`config.mk`:
```
export PLATFORM = sky130hd
export DESIGN_NAME = alu_arbiter
export DESIGN_NICKNAME = d
export VERILOG_FILES = /design/src/rtl/alu_arbiter.sv
export SDC_FILE = /design/constraint.sdc
export NUM_CORES = 1
export LEC_CHECK = 0
export ABC_AREA = 1
export CORE_MARGIN = 2
export CORE_UTILIZATION = 40
export CTS_BUF_LIST = sky130_fd_sc_hd__clkbuf_4
export CTS_CLUSTER_SIZE = 28
export DETAILED_ROUTE_END_ITERATION = 10
export PLACE_DENSITY = 0.81
export SYNTH_ARGS = -nofsm -noshare
export SYNTH_HDL_FRONTEND = slang
export SYNTH_SLANG_ARGS = --single-unit
```
`constraint.sdc`:
```
create_clock -name CLK -period 4.1 [get_ports CLK]
set_input_delay 0.82 -clock CLK [delete_from_list [all_inputs] [get_ports CLK]]
set_output_delay 0.82 -clock CLK [all_outputs]
set_load 0.03 [all_outputs]
```
`src/rtl/alu_arbiter.sv`:
```
// Round-robin arbiter and sequencer for a shared combinational ALU.
// Latches one requester's operands, captures the result and acks that requester.
module alu_arbiter #(
  parameter int unsigned DATA_WIDTH = 32,
  parameter int unsigned OPRN_WIDTH = 6
) (
  input  logic                  CLK,
  input  logic                  RST,
  input  logic                  req0,
  input  logic                  req1,
  input  logic [DATA_WIDTH-1:0] op1_0,
  input  logic [DATA_WIDTH-1:0] op2_0,
  input  logic [DATA_WIDTH-1:0] op1_1,
  input  logic [DATA_WIDTH-1:0] op2_1,
  input  logic [OPRN_WIDTH-1:0] oprn_0,
  input  logic [OPRN_WIDTH-1:0] oprn_1,
  output logic                  ack0,
  output logic                  ack1,
  output logic [DATA_WIDTH-1:0] result,
  output logic                  err,
  output logic                  busy,
  output logic [DATA_WIDTH-1:0] alu_op1,
  output logic [DATA_WIDTH-1:0] alu_op2,
  output logic [OPRN_WIDTH-1:0] alu_oprn,
  input  logic [DATA_WIDTH-1:0] alu_result
);

  localparam logic [OPRN_WIDTH-1:0] OPRN_MIN = OPRN_WIDTH'(1);
  localparam logic [OPRN_WIDTH-1:0] OPRN_MAX = OPRN_WIDTH'(9);

  typedef enum logic [1:0] {
    ST_IDLE = 2'd0,
    ST_EXEC = 2'd1,
    ST_DONE = 2'd2
  } state_t;

  state_t                r_state;
  logic                  r_pri;
  logic                  r_gnt;
  logic                  r_ack0;
  logic                  r_ack1;
  logic                  r_err;
  logic                  r_busy;
  logic [DATA_WIDTH-1:0] r_result;
  logic [DATA_WIDTH-1:0] r_alu_op1;
  logic [DATA_WIDTH-1:0] r_alu_op2;
  logic [OPRN_WIDTH-1:0] r_alu_oprn;

  logic w_any_req;
  logic w_gnt;
  logic w_oprn_ok;

  // On a tie the pointer decides; a lone requester always wins.
  assign w_any_req = req0 | req1;
  assign w_gnt     = (req0 & req1) ? r_pri : req1;
  assign w_oprn_ok = (r_alu_oprn >= OPRN_MIN) && (r_alu_oprn <= OPRN_MAX);

  always_ff @(posedge CLK or posedge RST) begin
    if (RST) begin
      r_state    <= ST_IDLE;
      r_pri      <= 1'b0;
      r_gnt      <= 1'b0;
      r_ack0     <= 1'b0;
      r_ack1     <= 1'b0;
      r_err      <= 1'b0;
      r_busy     <= 1'b0;
      r_result   <= '0;
      r_alu_op1  <= '0;
      r_alu_op2  <= '0;
      r_alu_oprn <= '0;
    end else begin
      r_ack0 <= 1'b0;
      r_ack1 <= 1'b0;
      case (r_state)
        ST_IDLE: begin
          if (w_any_req) begin
            r_gnt      <= w_gnt;
            r_pri      <= ~w_gnt;
            r_alu_op1  <= w_gnt ? op1_1  : op1_0;
            r_alu_op2  <= w_gnt ? op2_1  : op2_0;
            r_alu_oprn <= w_gnt ? oprn_1 : oprn_0;
            r_busy     <= 1'b1;
            r_state    <= ST_EXEC;
          end
        end
        ST_EXEC: begin
          // Unsupported codes never expose the ALU's undefined output.
          r_result <= w_oprn_ok ? alu_result : '0;
          r_err    <= ~w_oprn_ok;
          r_ack0   <= ~r_gnt;
          r_ack1   <= r_gnt;
          r_state  <= ST_DONE;
        end
        ST_DONE: begin
          r_busy  <= 1'b0;
          r_state <= ST_IDLE;
        end
        default: begin
          r_busy  <= 1'b0;
          r_state <= ST_IDLE;
        end
      endcase
    end
  end

  assign ack0     = r_ack0;
  assign ack1     = r_ack1;
  assign result   = r_result;
  assign err      = r_err;
  assign busy     = r_busy;
  assign alu_op1  = r_alu_op1;
  assign alu_op2  = r_alu_op2;
  assign alu_oprn = r_alu_oprn;

endmodule

```
==> results.toml, run 1 <==
[timing]
rsz0062_at_grt = "no"
fin_ws_ns = 1.62
hold_violations = 0
tns_ns = 0
holdWs_ns = 0.432
finalCriticalPeriod_ns = 2.48
drv_slew = 0
fmax_ghz = 0.404
post-route-period-util = 0.604
tightest_slew_ns = 1.14
setup_violations = 0
skew_ns = 0.0182
maxSlewHeadroom = 0.236

[layout]
drive_above_1_share = 0.0382
final_nets = 1060
multi_input_area_mm2 = 0.00200
fin_util = 0.646
layoutNonFillerInstCount = 1061
areaGrowthSynthToFinish_pct = 57.1
fillCellCount = 1095
insertedDiodeCount = 0
seq_area_mm2 = 0.00275
final_common_cell = "clkdlybuf4s50_1"
final_cell_mix = "281 x clkdlybuf4s50_1, 211 x nand3_1, 144 x nand2_1, 110 x dfrtp_1, 37 x nor2_1"

[synthesis]
synth_xor_area_frac = 0
ys_ff_latch = 110
yosysWarnings = 0
synth-compound-area-share = 0.00362
synth-seq-area-share = 0.531
yosys.area_share.adder = 0
yosys.area_share.simple = 0.379
synthCells = 634
synth_cell_types = 17
synth_area_mm2 = 0.00519
synth_area_per_cell_um2 = 8.18
yosys.area.top_type = "dfrtp_1"
synth_top_area_share = 0.531
synth_top_family_by_area = "simple AND/OR/NAND/NOR gates"
synth_area_leaders = "dfrtp_1 53%, nand3_1 20%, nand2_1 10%"
synthMuxAreaShare = 0
synth_fp_nets = 810

[clock_network]
clk_latency_ns = 0.48
htreeDepth = 3
hold_buffers = 0
cts_tree = "yes"
cts_buffers = 9
cts_setup_buffers = 0
ctsResizeCount = 0
clkSinkCount = 110
clock_path_buffers = 2
cts.clk_slew.worst_paths_ns = 0.17
cts_root_buf = "clkbuf_4"

[critical_path]
reg2reg_to = "alu_op1[5]$_DFFE_PP0P_"
crit_slowest_cell = "clkdlybuf4s50_1"
r2r_slack_ns = 2.10
cp.depth = 1
critPathTopFamily = "buffers and inverters"
critPathLaunch = "alu_oprn[5]$_DFFE_PP0P_"
worstPathRequired_ns = 3.28
cp.arrival_ns = 1.66
cp.buffers_inverters = 1
worst_r2r_path_depth = 7
crit_fanout = 3
max_stage_delay_ns = 0.72
reg2reg_from = "r_state[1]$_DFFE_PP0N_"
crit_path_end_kind = "output port"
crit_type = "reg2out"
crit_chain = "clkdlybuf4s50_1"
crit_path_start_kind = "flop"

[power_and_ir_drop]
vdd_ir_drop_max_v = 0.000460
p_leak_nw = 3.76
powerDensity_mw_per_mm2 = 746

[placed_design]
portBuffers = 281
gp_congestion = 0.839
dp.cells = 1045
place_ws_ns = 1.25
dp.final_hpwl_um = 11600

[floorplanning]
die_h_um = 118
coreArea_mm2 = 0.0126
ioPinCount = 282
fp-row-count = 41
dieWidth_um = 118
dieArea_mm2 = 0.0139
initial_core_util = 0.411

[outcome]
status = "finished clean"

[global_routing]
grt_usage = 0.245
first_global_vias = 5221
antenna_found_initial = 0
grt_pass1_wl_um = 27300
grt_overflow = 0
grt_max_degree = 75

[route]
ant_nets = 0
routed_wl_um = 17000
wl_per_cell_um = 16.1
avgViaCountPerCell = 5.16
drt_iter0_drc = 401
vias = 5477
drc = 0
drt_pre_antenna_iters = 4

[hold_path]
hold_end = "ack0$_DFF_PP0_"
min_from = "r_gnt$_DFFE_PP0P_"
min_path_cells = 1
hold_class = "reg2reg"

[run]
cap_viol_max_count = 0
## layout make-up
type,count,area share
tap,172,0.0264
multi-input combinational,432,0.245
clock buffer,11,0.0101
sequential,110,0.338
clock inverter,5,0.00614
inverter,40,0.0187
timing repair buffer,291,0.356
## synth_stat cells
| master | number |
|---|---|
| buf_1 | 5 |
| buf_2 | 35 |
| buf_4 | 2 |
| buf_6 | 7 |
| clkbuf_1 | 3 |
| dfrtp_1 | 110 |
| inv_1 | 37 |
| inv_2 | 3 |
| nand2_1 | 145 |
| nand2_2 | 1 |
| nand3_1 | 211 |
| nand4_1 | 32 |
| nor2_1 | 38 |
| nor2_2 | 1 |
| nor2_4 | 1 |
| o21ai_0 | 2 |
| o21ai_2 | 1 |
## power by group
| group | total, mW | internal, mW | switching, mW |
|---|---|---|---|
| Sequential | 1.87 | 1.57 | 0.296 |
| Clock | 0.555 | 0.196 | 0.360 |
| Combinational | 3.66 | 1.37 | 2.28 |
## flip-flops by register name (all words and copies together), names as in the netlist
register	count
r_gnt	1
alu_op2	32
result	32
alu_op1	32
r_state	2
r_pri	1
err	1
alu_oprn	6
ack1	1
ack0	1
busy	1
## through the flow
step           cell area [um^2]  total power, mW
2_1_floorplan              5190             4.12
3_3_place_gp               8020             5.51
3_5_place_dp               8020             5.55
4_1_cts                    8150             6.12
5_1_grt                    8150             6.45
6_report                   8150             6.08
## metal layers
layer  vias up  share of wire  track usage  wire (um)
met1      2565           0.40        0.313       6870
met2       261           0.48        0.393       8130
li1       2618              -            -          -
met5         -              0            0          0
met4         0          0.028       0.0956        483
met3        33          0.091       0.0707       1550
## logic make-up (layout without fill, tap and decap cells)
family,count (synthesis),after routing
buf+inv,92,347
simple gates,429,429
flops,110,110
compound gates,3,3
## worst max-delay path by stage
stage,endpoint,slack (ns)
finish,alu_oprn[5],1.62
floorplan,ack0$_DFF_PP0_,0.38
detailed placement,alu_op1[8]$_DFFE_PP0P_,1.25
global route,alu_oprn[5],1.56
CTS,alu_oprn[2],1.58
global placement,alu_op2[16]$_DFFE_PP0P_,1.31
Note: power is estimated with default switching activity, not from simulation.
==> run 2: changes to the inputs <==
- CORE_UTILIZATION: 40 -> 36
- PLACE_DENSITY: 0.81 -> 0.77
- clock period: 4.1 -> 2.1 ns (I/O delays scaled with it)
==> results.toml, run 2 (synthesis gave the netlist of run 1 again) <==
[route]
vias = 5447
avgViaCountPerCell = 5.07
drt_iter0_drc = 384
ant_nets = 0
drc = 0
wl_per_cell_um = 16.3
drt_pre_antenna_iters = 4
routed_wl_um = 17500

[global_routing]
grt_use_met1 = 0.274
grt_max_degree = 111
grt-busiest-layer = "met2"
grt_overflow = 0
use_met3 = 0.0751
grt_usage = 0.229
grt_pass1_wl_um = 27300
first_global_vias = 5336
antenna_found_initial = 0
use_met2 = 0.387

[layout]
fillCellCount = 1244
fin_util = 0.590
final_cell_mix = "276 x clkdlybuf4s50_1, 211 x nand3_1, 144 x nand2_1, 110 x dfrtp_1, 37 x nor2_1"
drive_above_1_share = 0.0447
multi_input_area_mm2 = 0.00200
areaGrowthSynthToFinish_pct = 59.2
final_nets = 1065
insertedDiodeCount = 0
seq_area_mm2 = 0.00275
final_common_cell = "clkdlybuf4s50_1"

[placed_design]
portBuffers = 281
dp.final_hpwl_um = 12100
gp_congestion = 0.827
place_ws_ns = 0.218

[timing]
maxSlewHeadroom = 0.588
fmax_ghz = 0.494
tightest_slew_ns = 0.618
post-route-period-util = 0.963
tns_ns = 0
skew_ns = 0.0151
setup_violations = 0
hold_violations = 0
finalCriticalPeriod_ns = 2.02
fin_ws_ns = 0.0772
drv_slew = 0
rsz0062_at_grt = "no"

[critical_path]
critPathTopFamily = "buffers and inverters"
crit_slowest_cell = "clkdlybuf4s50_1"
crit_chain = "clkdlybuf4s50_1"
max_stage_delay_ns = 0.70
crit_fanout = 2
crit_path_start_kind = "flop"
crit_path_end_kind = "output port"
crit_type = "reg2out"
cp.buffers_inverters = 1
cp.arrival_ns = 1.60
worstPathRequired_ns = 1.68

[floorplanning]
dieArea_mm2 = 0.0154
fp-row-count = 43
coreArea_mm2 = 0.0140
dieWidth_um = 124
ioPinCount = 282
die_h_um = 124
initial_core_util = 0.371

[clock_network]
cts.clk_slew.worst_paths_ns = 0.18
cts_root_buf = "clkbuf_4"
clock_path_buffers = 2
clkSinkCount = 110
htreeDepth = 3
cts_buffers = 9
cts_setup_buffers = 0
clk_latency_ns = 0.48
cts_tree = "yes"

[power_and_ir_drop]
vdd_ir_drop_max_v = 0.000849
p_leak_nw = 3.83
powerDensity_mw_per_mm2 = 1460

[run]
cap_viol_max_count = 0

[outcome]
status = "finished clean"

[hold_path]
hold_class = "in2async"
[run 2: routing by layer]
metal / wire [um] / share of wire / up-vias
met5: 0 / 0 / -
met4: 357 / 0.020 / 0
met3: 1870 / 0.11 / 28
met2: 8420 / 0.48 / 243
met1: 6830 / 0.39 / 2556
li1: - / - / 2620
[run 2: stage by stage]
stage	std cells	instance area [um^2]	power, mW	hold WS (ns)
2_1_floorplan	634	5190	8.05	0.403
3_3_place_gp	1058	8120	11.0	0.414
3_5_place_dp	1058	8120	11.1	0.422
4_1_cts	1074	8250	12.2	0.439
5_1_grt	1074	8260	12.9	0.458
6_report	1074	8260	12.1	0.421
[run 2: area by class of cell]
type / instances / share of cell area
clock buffers: 10 / 0.00909
clock inverters: 6 / 0.00818
inverters: 40 / 0.0186
multi-input cells: 432 / 0.242
flip-flops and latches: 110 / 0.333
well taps: 180 / 0.0273
repair buffers: 296 / 0.362
[run 2: final timing paths]
kind                       cells past startpoint               startpoint  slack (ns)                      end
min in group CLK                               1        r_gnt$_DFFE_PP0P_        0.46           ack0$_DFF_PP0_
min reg2reg                                    1        r_gnt$_DFFE_PP0P_        0.46           ack0$_DFF_PP0_
min                                            3                      RST        0.42   result[28]$_DFFE_PP0N_
max reg2reg                                    6   r_state[1]$_DFFE_PP0N_        0.57  alu_op1[15]$_DFFE_PP0P_
max                                            1  alu_op1[19]$_DFFE_PP0P_        0.08              alu_op1[19]
max in group asynchronous                      3                      RST        1.20   alu_op1[6]$_DFFE_PP0P_
[run 2: what timing repair did]
item,4_1_cts,5_1_grt
hold buffers,0,0
endpoints found under the setup margin,3,2
hold endpoints to repair,0,0
gates resized for setup,3,2
[run 2: where the power goes]
| group | switching, mW | total (mW) | internal [mW] |
|---|---|---|---|
| Sequential | 0.572 | 3.64 | 3.07 |
| Clock | 0.741 | 1.13 | 0.387 |
| Combinational | 4.52 | 7.31 | 2.79 |
| Total | 5.83 | 12.1 | 6.25 |
[run 2: worst min-delay path, stage by stage]
cell             delay, ns
clkdlybuf4s50_1       0.44
clkinvlp_4            0.10
buf_12                0.42
